==> src/rtl/goose_leg_anim.sv <==
// Leg-animation sequencer for the goose sprite: run-cycle frame stepping on leg_tick,
// jump airtime counting and death freeze, all in the clk_in domain.
module goose_leg_anim #(
    parameter int unsigned NUM_FRAMES      = 4,
    parameter int unsigned FRAME_W         = 2,
    parameter int unsigned TICKS_PER_FRAME = 2,
    parameter int unsigned JUMP_TICKS      = 24
) (
    input  logic               clk_in,
    input  logic               rst,
    input  logic               leg_tick,
    input  logic               run_en,
    input  logic               jump_req,
    input  logic               hit,
    input  logic               restart,
    output logic [FRAME_W-1:0] frame,
    output logic               airborne,
    output logic [7:0]         air_cnt,
    output logic               dead
);

    localparam int unsigned TICK_W = (TICKS_PER_FRAME > 1) ? $clog2(TICKS_PER_FRAME) : 1;
    localparam int unsigned AIR_W  = 8;

    localparam logic [FRAME_W-1:0] FRAME_LAST = FRAME_W'(NUM_FRAMES - 1);
    localparam logic [TICK_W-1:0]  TICK_LAST  = TICK_W'(TICKS_PER_FRAME - 1);
    localparam logic [AIR_W-1:0]   AIR_LAST   = AIR_W'(JUMP_TICKS - 1);

    typedef enum logic [1:0] {
        S_IDLE = 2'd0,
        S_RUN  = 2'd1,
        S_JUMP = 2'd2,
        S_DEAD = 2'd3
    } state_t;

    state_t             state_q, state_d;
    logic [FRAME_W-1:0] frame_q, frame_d;
    logic [TICK_W-1:0]  tick_q, tick_d;
    logic [AIR_W-1:0]   air_q, air_d;
    logic               airborne_q, airborne_d;
    logic               dead_q, dead_d;

    // State and output registers
    always_ff @(posedge clk_in or posedge rst) begin
        if (rst) begin
            state_q    <= S_IDLE;
            frame_q    <= '0;
            tick_q     <= '0;
            air_q      <= '0;
            airborne_q <= 1'b0;
            dead_q     <= 1'b0;
        end else begin
            state_q    <= state_d;
            frame_q    <= frame_d;
            tick_q     <= tick_d;
            air_q      <= air_d;
            airborne_q <= airborne_d;
            dead_q     <= dead_d;
        end
    end

    // Next state; event priority is hit > run_en low > jump_req > leg_tick
    always_comb begin
        state_d    = state_q;
        frame_d    = frame_q;
        tick_d     = tick_q;
        air_d      = air_q;
        airborne_d = airborne_q;
        dead_d     = dead_q;

        case (state_q)
            S_IDLE: begin
                frame_d    = '0;
                tick_d     = '0;
                air_d      = '0;
                airborne_d = 1'b0;
                dead_d     = 1'b0;
                if (run_en) begin
                    state_d = S_RUN;
                end
            end

            S_RUN: begin
                if (hit) begin
                    state_d = S_DEAD;
                    dead_d  = 1'b1;
                    tick_d  = '0;
                end else if (!run_en) begin
                    state_d = S_IDLE;
                    frame_d = '0;
                    tick_d  = '0;
                end else if (jump_req) begin
                    state_d    = S_JUMP;
                    frame_d    = FRAME_LAST;
                    tick_d     = '0;
                    air_d      = '0;
                    airborne_d = 1'b1;
                end else if (leg_tick) begin
                    if (tick_q == TICK_LAST) begin
                        tick_d  = '0;
                        frame_d = (frame_q == FRAME_LAST) ? '0 : frame_q + FRAME_W'(1);
                    end else begin
                        tick_d = tick_q + TICK_W'(1);
                    end
                end
            end

            S_JUMP: begin
                if (hit) begin
                    state_d    = S_DEAD;
                    dead_d     = 1'b1;
                    air_d      = '0;
                    airborne_d = 1'b0;
                end else if (!run_en) begin
                    state_d    = S_IDLE;
                    frame_d    = '0;
                    air_d      = '0;
                    airborne_d = 1'b0;
                end else if (leg_tick) begin
                    if (air_q == AIR_LAST) begin
                        state_d    = S_RUN;
                        frame_d    = '0;
                        tick_d     = '0;
                        air_d      = '0;
                        airborne_d = 1'b0;
                    end else begin
                        air_d = air_q + AIR_W'(1);
                    end
                end
            end

            S_DEAD: begin
                if (restart) begin
                    state_d = S_IDLE;
                    frame_d = '0;
                    dead_d  = 1'b0;
                end
            end

            default: begin
                state_d = S_IDLE;
            end
        endcase
    end

    assign frame    = frame_q;
    assign airborne = airborne_q;
    assign air_cnt  = air_q;
    assign dead     = dead_q;

endmodule
==> config.mk <==
export PLATFORM = sky130hd
export DESIGN_NAME = goose_leg_anim
export DESIGN_NICKNAME = d
export VERILOG_FILES = /design/src/rtl/goose_leg_anim.sv
export SDC_FILE = /design/constraint.sdc
export NUM_CORES = 1
export LEC_CHECK = 0
export BUFFER_PORTS_ARGS = -buffer_cell sky130_fd_sc_hd__buf_4
export CAP_MARGIN = 20
export CORE_ASPECT_RATIO = 0.75
export CORE_MARGIN = 8
export CORE_UTILIZATION = 59
export CTS_BUF_LIST = sky130_fd_sc_hd__clkbuf_16
export CTS_CLUSTER_DIAMETER = 60
export CTS_CLUSTER_SIZE = 24
export DETAILED_ROUTE_END_ITERATION = 8
export PLACE_DENSITY = 0.88
export SYNTH_ARGS = -nofsm -noshare
export SYNTH_HDL_FRONTEND = slang
export SYNTH_SLANG_ARGS = --single-unit
==> constraint.sdc <==
create_clock -name clk_in -period 4.5 [get_ports clk_in]
set_clock_uncertainty 0.2 [all_clocks]
set_input_delay 0.9 -clock clk_in [delete_from_list [all_inputs] [get_ports clk_in]]
set_output_delay 0.9 -clock clk_in [all_outputs]
set_load 0.02 [all_outputs]
==> results.md, run 1 <==
- Status: finished clean
- Die Wd: roughly 65 um
- Synth top cells by count: dfrtp_1 (15), ha_1 (7), nor2_1 (7), o21ai_1 (7)
- P&R area growth vs syn: 20.4%
- Post-route ant nets: 0
- Clock latency on the worst-skew pair: 0.25 ns
- GPL Wtd Cong: just under 0.9
- Clk sink count: 15
- Least-Margin Pin Slew: 0.574 ns
- Post-detail-place hpwl: roughly 1900 um
- Post-CTS setup buffers: 0
- DR vias: 930
- Synth Flop Type: dfrtp_1
- 1st-iter DRT viols: 53
- Core ar.: between 1500 and 2000 um^2
- CP Class: register to register
- Nets: about 140
- Initial antenna violation count: 0
- Initial core utilization: roughly 63%
- Die H: 53.1 um
- Detailed Routing Iterations Pass 1: 4
- Post-synth net total: ~120
- Io pins: 19
- Endpoints failing hold: 0
- Share of the synthesized area in the top cell type: about a third
- CTS buffer count: 3
- Row count: 13
- Fillers: about 120
- Minimum clock period: between 2 and 2.5 ns
- Number of global-route vias before repair: a little under 900
- CTS root buffer: clkbuf_16
- Final setup viols: 0
- Critical Path RT: roughly 4.5 ns
- GRT overflow: 0
- Worst path arrival time: 2.18 ns
- Sequential area share after synthesis: around a third
- Total Routing Usage GR: between 10% and 20%
- Syn Area/Cell: about 10 um^2
- Drt wl/cell: 17.4 um
- DRC viols: 0
- Hold_ws: 0.315 ns
- Startpoint types: register
- Final period utilization: roughly 50%
- Max Cap Viol: 0
- Ys async rst share: 100%
- Leak: 0.610 nW
- EDFF count, synth: 0
- Netlist cell types: 38
- Setup TNS: 0 ns
- Ranking of synthesized cells by area: dfrtp_1 (35%), ha_1 (8.1%), o21ai_1 (3.2%)
- CP endpoint kind: register
- Syn Inst Count: approximately 110
- Count leader, synth: dfrtp_1
- HP Class: register to register
- Die area: 3480 um^2
- First-pass GRT wire length: a little over 4000 um
- Pwr dens: 480 nW/um^2
- CTS tree: built
- Worst vdd ir: approximately 0.37 mV
- WL final: about 2600 um
- Slew headroom: between 60% and 70%
- Vias/cell: between 6 and 7
- Maximum number of pins on one net before global-route repair: 16
- Seq cells post-synth: 15
- Hold_buf cts: 0
- Bufs on Longest Clock Path: 2
- Yosys top cell by area: dfrtp_1
- Post-cts resize count: 0
- Fmax: approximately 0.45 GHz
- RSZ-0062 raised after global routing: no
- Mapped cell area: about 1100 um^2
- Fraction of final layout cells sized beyond drive strength 1: around a quarter
- Clk slew on worst S/H paths: around 0.050 ns
- Syn. warnings: 0
- Max Slew Vio Count: 0
- I/O Buffers: 18
- Worst Path Max Fanout: 9
- Htree depth: 1
- ANT cells: 0
==> final cells by class <==
class / instances / area, um^2 / area share [%]
Sequential cell: 15 / 375 / 28.8
Inverter: 6 / 22.5 / 1.73
Multi-Input combinational cell: 83 / 664 / 50.9
Timing Repair Buffer: 18 / 135 / 10.4
Tap cell: 22 / 27.5 / 2.11
Clock inverter: 1 / 5.00 / 0.384
Clock buffer: 3 / 75.1 / 5.75
==> per-stage QoR <==
stage	cell area, um^2	power (mW)	utilization [%]	std cells	setup slack, ns
finish	1310	0.627	75.7	148	2.26
global route	1310	0.664	75.7	148	2.13
CTS	1310	0.627	75.7	148	2.27
detailed placement	1220	0.451	71.0	144	2.04
global placement	1220	0.440	71.0	144	2.05
floorplan	1080	0.379	-	107	2.22
==> worst max-delay path: stages (launching register included) <==
cell and delay (ns):
dfrtp_1 0.40, inv_1 0.10, ha_1 0.31, nor4bb_2 0.23, a211oi_2 0.33, nand4_1 0.27, o31ai_1 0.30
==> power by group <==
part	internal (mW)	leakage (nW)	total [mW]	switching (mW)
Combinational	0.117	0.367	0.273	0.157
Sequential	0.158	0.202	0.181	0.0223
Clock	0.119	0.0409	0.173	0.0542
==> layout by cell type, fill, tap and decap left out, drive strengths merged, types with 3 or more instances in the layout <==
master / netlist / final
buf: 3 / 18
dfrtp: 15 / 15
o21ai: 9 / 9
nor2: 7 / 7
ha: 7 / 7
inv: 6 / 6
nand2: 6 / 6
a21oi: 6 / 6
nand3: 4 / 4
a21o: 4 / 4
nand3b: 4 / 4
nor2b: 3 / 3
mux2: 3 / 3
clkbuf: 0 / 3
==> logic make-up (layout without fill, tap and decap cells) <==
family                     Yosys count  count (layout)  share of synthesized area [%]
AOI/OAI and AO/OA                   32              32                           24.7
adders and majority gates            7               7                           8.08
DFF                                 15              15                           34.6
and+or+nand+nor                     41              41                           25.4
buffers and inverters                9              28                           4.04
muxes                                3               3                           3.12
==> registers in the layout, summed over array words and instances, names as in the netlist <==
name      count
air_cnt       8
frame         2
dead          1
state_q       2
tick_q        1
airborne      1
==> metal layers <==
metal	global-route usage (%)	up-vias	share of wire (%)	routed length [um]
met1	19.2	454	47	1220
met5	0	-	0	0
met3	5.68	6	6.5	167
met2	23.5	28	44	1140
li1	-	442	-	-
met4	6.50	0	1.7	44
==> final timing paths <==
path / startpoint / endpoint / slack (ns) / cells after the start
max: state_q[0]$_DFFE_PP0P_ / air_cnt[3]$_DFFE_PP0P_ / 2.26 / 6
min: tick_q$_DFFE_PP0P_ / tick_q$_DFFE_PP0P_ / 0.31 / 1
max reg2reg: state_q[0]$_DFFE_PP0P_ / air_cnt[3]$_DFFE_PP0P_ / 2.26 / 6
min reg2reg: tick_q$_DFFE_PP0P_ / tick_q$_DFFE_PP0P_ / 0.31 / 1
max in group asynchronous: rst / state_q[0]$_DFFE_PP0P_ / 3.21 / 2
min in group asynchronous: rst / air_cnt[6]$_DFFE_PP0P_ / 0.52 / 2
Note: power is estimated with default switching activity, not from simulation.
==> run 2, diff against run 1 <==
--- a/config.mk
+++ b/config.mk
@@ -9,12 +9,12 @@
 export CAP_MARGIN = 20
 export CORE_ASPECT_RATIO = 0.75
 export CORE_MARGIN = 8
-export CORE_UTILIZATION = 59
+export CORE_UTILIZATION = 49
 export CTS_BUF_LIST = sky130_fd_sc_hd__clkbuf_16
 export CTS_CLUSTER_DIAMETER = 60
 export CTS_CLUSTER_SIZE = 24
 export DETAILED_ROUTE_END_ITERATION = 8
-export PLACE_DENSITY = 0.88
+export PLACE_DENSITY = 0.79
 export SYNTH_ARGS = -nofsm -noshare
 export SYNTH_HDL_FRONTEND = slang
 export SYNTH_SLANG_ARGS = --single-unit
==> constraint.sdc (replaced) <==
create_clock -name clk_in -period 1.9 [get_ports clk_in]
set_clock_uncertainty 0.2 [all_clocks]
set_input_delay 0.38 -clock clk_in [delete_from_list [all_inputs] [get_ports clk_in]]
set_output_delay 0.38 -clock clk_in [all_outputs]
set_load 0.02 [all_outputs]
==> run 2 against run 1 <==
Compared with the run above:
- the run now ends with negative setup slack left
- hold slack got worse by 0.30 ns
- clock power up 130%
- cell count grew 19%
- count of clock-buffer cells in the layout unchanged
- utilization grew 5.0 points
- wire length rose by 44%
- global-route usage is 2.0 points higher
- sequential share of layout area fell by 5.7 points
- critical path type unchanged
- critical endpoint is now state_q[0]$_DFFE_PP0P_
==> results.md, run 2 (same netlist as run 1, synthesis figures left out) <==
- WL final: 3710 um (+44%)
- HP Class: primary input to asynchronous set/reset pin
- Die H: 56.7 um (+6.8%)
- Total Routing Usage GR: 17.4% (+2.0 points)
- DR vias: 1121 (+21%)
- Worst Reg-to-Reg Cells: 5 (-1)
- Row count: 14 (+1)
- Vias/cell: 6.37 (+1.4%)
- Maximum number of pins on one net before global-route repair: 16 (unchanged)
- Detailed Routing Iterations Pass 1: 4 (unchanged)
- Clk slew on worst S/H paths: 0.05 ns (about the same)
- Post-route ant nets: 0 (unchanged)
- Die area: 3990 um^2 (+15%)
- Violated checks: negative setup slack
- Final setup viols: 9 (+9)
- Final Worst Setup Slack: -0.0856 ns (-2.35 ns)
- Fmax: 0.504 GHz (+13%)
- Fillers: 111 (-9.8%)
- Setup TNS: -0.461 ns (-0.461 ns)
- Crit path to: state_q[0]$_DFFE_PP0P_
- Worst r2r dst: state_q[0]$_DFFE_PP0P_
- Die Wd: 70.3 um (+7.4%)
- Worst path arrival time: 1.91 ns (-0.27 ns)
- Commonest non-fill, non-tap cell in the layout: buf_4
- Pwr dens: 1160 nW/um^2 (+140%)
- Hold_buf cts: 0 (unchanged)
- DRC viols: 0 (unchanged)
- 1st-iter DRT viols: 74 (+40%)
- Post-detail-place hpwl: 2230 um (+17%)
- Max FFs per register: 8 (unchanged)
- CTS buffer count: 3 (unchanged)
- Initial core utilization: 52.9% (-10 points)
- CTS tree: built
- I/O Buffers: 18 (unchanged)
- Final Non-Filler Cells: 176 (+19%)
- Leak: 0.775 nW (+27%)
- Drt wl/cell: 21.1 um (+21%)
- Setup crit start: air_cnt[1]$_DFFE_PP0P_
- Nets: 167 (+18%)
- Number of global-route vias before repair: 1166 (+31%)
- Io pins: 19 (unchanged)
- RSZ-0062 raised after global routing: yes
- Clock latency on the worst-skew pair: 0.24 ns (about the same)
- Bufs on Longest Clock Path: 2 (unchanged)
- CTS root buffer: clkbuf_16
- Placed insts: 165 (+15%)
- Least-Margin Pin Slew: 0.606 ns (+0.0318 ns)
- Slew headroom: 59.6% (-2.1 points)
- CP Class: register to register
- P&R area growth vs syn: 52.5%
- GRT overflow: 0 (unchanged)
- Endpoints failing hold: 0 (unchanged)
- GPL Wtd Cong: 0.950 (+6.4%)
- CP endpoint kind: register
- Critical Path RT: 1.82 ns (-2.63 ns)
- Max Slew Vio Count: 0 (unchanged)
- Final period utilization: 105% (+55 points)
- Max Cap Viol: 0 (unchanged)
- Worst vdd ir: 0.969 mV (+160%)
- Worst Path Max Fanout: 2 (-7)
- Htree depth: 1 (unchanged)
- ANT cells: 0 (unchanged)
- Fraction of final layout cells sized beyond drive strength 1: 53.9% (+28 points)
- Worst R2R Start: air_cnt[1]$_DFFE_PP0P_
- Status: finished with violations
- First-pass GRT wire length: 5710 um (+38%)
- Initial antenna violation count: 0 (unchanged)
- R2R Setup Slk: -0.09 ns (-2.35 ns)
- Startpoint types: register
- Core ar.: 2050 um^2 (+19%)
- Minimum clock period: 1.99 ns (-0.249 ns)
- Commonest non-fill, non-tap cells in the layout: buf_4 (40), dfrtp_1 (10), nor2_1 (7)
- Clk sink count: 15 (unchanged)
-- run 2: worst min path at each step --
stage	endpoint	depth (start not counted)	start	slack (ns)
2_1_floorplan	air_cnt[2]$_DFFE_PP0P_	1	rst	0.08
3_5_place_dp	airborne$_DFFE_PP0P_	1	airborne$_DFFE_PP0P_	0.28
4_1_cts	air_cnt[4]$_DFFE_PP0P_	2	rst	0.03
5_1_grt	air_cnt[6]$_DFFE_PP0P_	2	rst	0.07
3_3_place_gp	airborne$_DFFE_PP0P_	2	rst	0.28
6_report	tick_q$_DFFE_PP0P_	2	rst	0.01
-- run 2: routing by layer --
layer | GRT usage, % | vias up | share of wire, %
met3 | 5.61 | 14 | 8.1
met2 | 28.1 | 64 | 44
met5 | 0 | - | 0
li1 | - | 496 | -
met1 | 21.1 | 547 | 44
met4 | 6.29 | 0 | 3.7
-- run 2: cell type report --
| class | count | area, um^2 | area share (%) |
|---|---|---|---|
| clock buffer | 3 | 75.1 | 4.54 |
| clock inverter | 1 | 3.75 | 0.227 |
| inverter | 6 | 22.5 | 1.36 |
| multi-input combinational | 83 | 795 | 48.1 |
| sequential | 15 | 382 | 23.1 |
| tap | 24 | 30.0 | 1.82 |
| timing repair buffer | 44 | 345 | 20.9 |
-- run 2: worst max-delay path: stages, from the launching register on --
cell	delay (ns)
dfrtp_2	0.39
ha_4	0.14
and4bb_4	0.26
a31oi_4	0.11
a2111oi_4	0.43
mux2_4	0.34
-- run 2: metrics by stage --
stage                     power [mW]  hold WS (ns)  worst slack, ns  util (%)  area (um^2)
final                           1.92        0.0120          -0.0856      80.6         1650
after floorplan                0.973        0.0813          -0.0712         -         1130
after CTS                       1.83        0.0299          -0.0456      77.4         1590
after global placement          1.24         0.275         -0.00745      68.7         1410
after detailed placement        1.27         0.284          -0.0686      68.7         1410
after global routing            2.02        0.0662           -0.159      80.6         1650
-- run 2: power by group --
group / internal [mW] / total [mW] / switching (mW) / leakage (nW)
registers: 0.379 / 0.440 / 0.0610 / 0.195
clock network: 0.278 / 0.403 / 0.125 / 0.0423
logic: 0.553 / 1.08 / 0.528 / 0.538
-- run 2: timing repair --
item | in CTS | in global routing
setup buffers | 7 | 1
gates resized for setup | 10 | 17
setup endpoints to repair | 8 | 13
pin swaps | 8 | 8
==> run 3, diff against run 2 <==
--- a/config.mk
+++ b/config.mk
@@ -8,13 +8,12 @@
 export BUFFER_PORTS_ARGS = -buffer_cell sky130_fd_sc_hd__buf_4
 export CAP_MARGIN = 20
 export CORE_ASPECT_RATIO = 0.75
-export CORE_MARGIN = 8
-export CORE_UTILIZATION = 49
+export CORE_UTILIZATION = 45
 export CTS_BUF_LIST = sky130_fd_sc_hd__clkbuf_16
 export CTS_CLUSTER_DIAMETER = 60
 export CTS_CLUSTER_SIZE = 24
 export DETAILED_ROUTE_END_ITERATION = 8
-export PLACE_DENSITY = 0.79
+export PLACE_DENSITY = 0.74
 export SYNTH_ARGS = -nofsm -noshare
 export SYNTH_HDL_FRONTEND = slang
 export SYNTH_SLANG_ARGS = --single-unit
==> run 3 against run 2 <==
Compared with the run above:
- utilization fell by 6.3 points
- die area is 35% lower
- cell area fell by 3.9%
- sequential power barely moved
- via count decreased by 5.2%
- the flow still finishes with violations (negative setup slack)
- combinational power down 10%
- worst setup slack improved by 0.039 ns
==> results.md, run 3 (same netlist as run 1, synthesis figures left out) <==
- Startpoint types: register
- Maximum number of pins on one net before global-route repair: 16 (unchanged)
- Critical Path RT: 1.85 ns (+0.03 ns)
- CP Cell Sequence: ha_2, buf_4, a211oi_4, nand4_1, o31ai_1
- Die area: 2610 um^2 (-35%)
- Row count: 14 (unchanged)
- CP Class: register to register
- Hold_buf cts: 0 (unchanged)
- Post-detail-place hpwl: 2140 um (-4.0%)
- I/O Buffers: 18 (unchanged)
- Worst Path Max Fanout: 4 (+2)
- Max FFs per register: 8 (unchanged)
- Status: finished with violations
- Commonest non-fill, non-tap cell in the layout: buf_4
- Clk slew on worst S/H paths: 0.05 ns (about the same)
- Clk sink count: 15 (unchanged)
- Crit-path slowest cell: dfrtp_2
- DRC viols: 0 (unchanged)
- Endpoints failing hold: 0 (unchanged)
- Max incr delay on CP: 0.44 ns (about the same)
- Htree depth: 1 (unchanged)
- CTS tree: built
- WL final: 3140 um (-16%)
- Core ar.: 2140 um^2 (+4.3%)
- HP Class: primary input to asynchronous set/reset pin
- Initial core utilization: 50.7% (-2.2 points)
- DP Area: 1420 um^2 (+0.71%)
- Worst vdd ir: 0.774 mV (-20%)
- Initial antenna violation count: 0 (unchanged)
- Drt wl/cell: 17.5 um (-17%)
- Final period utilization: 102% (-2.0 points)
- Violated checks: negative setup slack
- Met1 usage: 35.1% (+14 points)
- P&R area growth vs syn: 46.7%
- Clock latency on the worst-skew pair: 0.25 ns (about the same)
- First-pass GRT wire length: 4840 um (-15%)
- Worst slack, placed: -0.124 ns (-0.0554 ns)
- GPL Wtd Cong: 0.874 (-8.1%)
- Die Wd: 58.7 um (-17%)
- Vias/cell: 5.94 (-6.8%)
- Fraction of final layout cells sized beyond drive strength 1: 49.0% (-5.0 points)
- Worst path arrival time: 1.90 ns (about the same)
- Io pins: 19 (unchanged)
- Max Cap Viol: 0 (unchanged)
- Pwr dens: 1150 nW/um^2 (-1.2%)
- Met2 Use GR: 41.6% (+14 points)
- Final setup viols: 5 (-4)
- GRT overflow: 0 (unchanged)
- Fmax: 0.514 GHz (+2.0%)
- CP endpoint kind: register
- Slew headroom: 59.1% (-0.51 points)
- Global Route met3 Usage: 6.73% (+1.1 points)
- Bufs on Longest Clock Path: 2 (unchanged)
- DR vias: 1063 (-5.2%)
- Nets: 162 (-3.0%)
- Total Routing Usage GR: 25.9% (+8.5 points)
- Post-route ant nets: 0 (unchanged)
- Leak: 0.726 nW (-6.3%)
- Post-Route Utilization: 74.4% (-6.3 points)
- GR peak layer: met2
- Least-Margin Pin Slew: 0.613 ns (+0.00764 ns)
- CTS root buffer: clkbuf_16
- Max Slew Vio Count: 0 (unchanged)
- RSZ-0062 raised after global routing: yes
- 1st-iter DRT viols: 53 (-28%)
- Commonest non-fill, non-tap cells in the layout: buf_4 (38), dfrtp_1 (11), o21ai_1 (7), nor2_1 (7), nand2_1 (6)
- ANT cells: 0 (unchanged)
- Minimum clock period: 1.95 ns (-0.0386 ns)
- CTS buffer count: 3 (unchanged)
- Post-route cell area: 1590 um^2 (-3.9%)
- Number of global-route vias before repair: 1029 (-12%)
- Die H: 44.5 um (-22%)
- Final Worst Setup Slack: -0.0470 ns (+0.0386 ns)
- Detailed Routing Iterations Pass 1: 4 (unchanged)
[run 3: changes by cell type in the layout (fill, tap and decap cells not counted), sizes merged]
cell    change
clkinv      +1
inv         -1
buf         -5
[run 3: final timing paths]
kind	startpoint	to	slack, ns	cells after the start
setup / recovery	state_q[0]$_DFFE_PP0P_	air_cnt[3]$_DFFE_PP0P_	-0.05	5
hold / removal	rst	airborne$_DFFE_PP0P_	0.009	2
setup reg to reg	state_q[0]$_DFFE_PP0P_	air_cnt[3]$_DFFE_PP0P_	-0.05	5
hold reg to reg	frame[1]$_DFFE_PP0P_	frame[1]$_DFFE_PP0P_	0.31	1
max in group asynchronous	rst	air_cnt[1]$_DFFE_PP0P_	1.06	2
min in group clk_in	hit	dead$_DFFE_PP0P_	0.30	3
[run 3: critical path, delay by kind of cell, from the launching register on]
family / cells / cell delay (ns)
buffers and inverters: 1 / 0.16
AOI/OAI and AO/OA: 2 / 0.60
adders and majority gates: 1 / 0.23
DFF: 1 / 0.44
and+or+nand+nor: 1 / 0.21
[run 3: report_power, final]
group | internal [mW] | switching (mW) | leakage, nW
clock network | 0.282 | 0.142 | 0.0409
logic | 0.481 | 0.487 | 0.489
registers | 0.379 | 0.0577 | 0.197
[run 3: cell type report]
type | count | area [um^2]
Clock buffer | 3 | 75.1
Clock inverter | 1 | 5.00
Tap cell | 32 | 40.0
Sequential cell | 15 | 380
Fill cell | 146 | 548
Inverter | 6 | 22.5
Timing Repair Buffer | 39 | 297
Multi-Input combinational cell | 83 | 769
[run 3: layer usage]
metal / wire length [um] / vias up / share of wire [%]
li1: - / 484 / -
met1: 1400 / 506 / 45
met2: 1420 / 61 / 45
met3: 261 / 12 / 8.3
met4: 55 / 0 / 1.8
met5: 0 / - / 0
[run 3: timing repair]
item	CTS	global route
buffers inserted	2	0
endpoints found under the setup margin	13	12
resized for setup	5	11
pin swaps	3	4
[run 3: per-stage QoR]
step	power [mW]	instances	setup TNS, ns	hold WS [ns]
floorplan	0.973	107	-0.215	0.0813
detailed placement	1.25	173	-0.518	0.285
CTS	1.74	179	-0.0561	0.0192
global placement	1.22	173	-0.0989	0.274
finish	1.83	179	-0.188	0.00889
global route	1.90	179	-0.393	0.0675
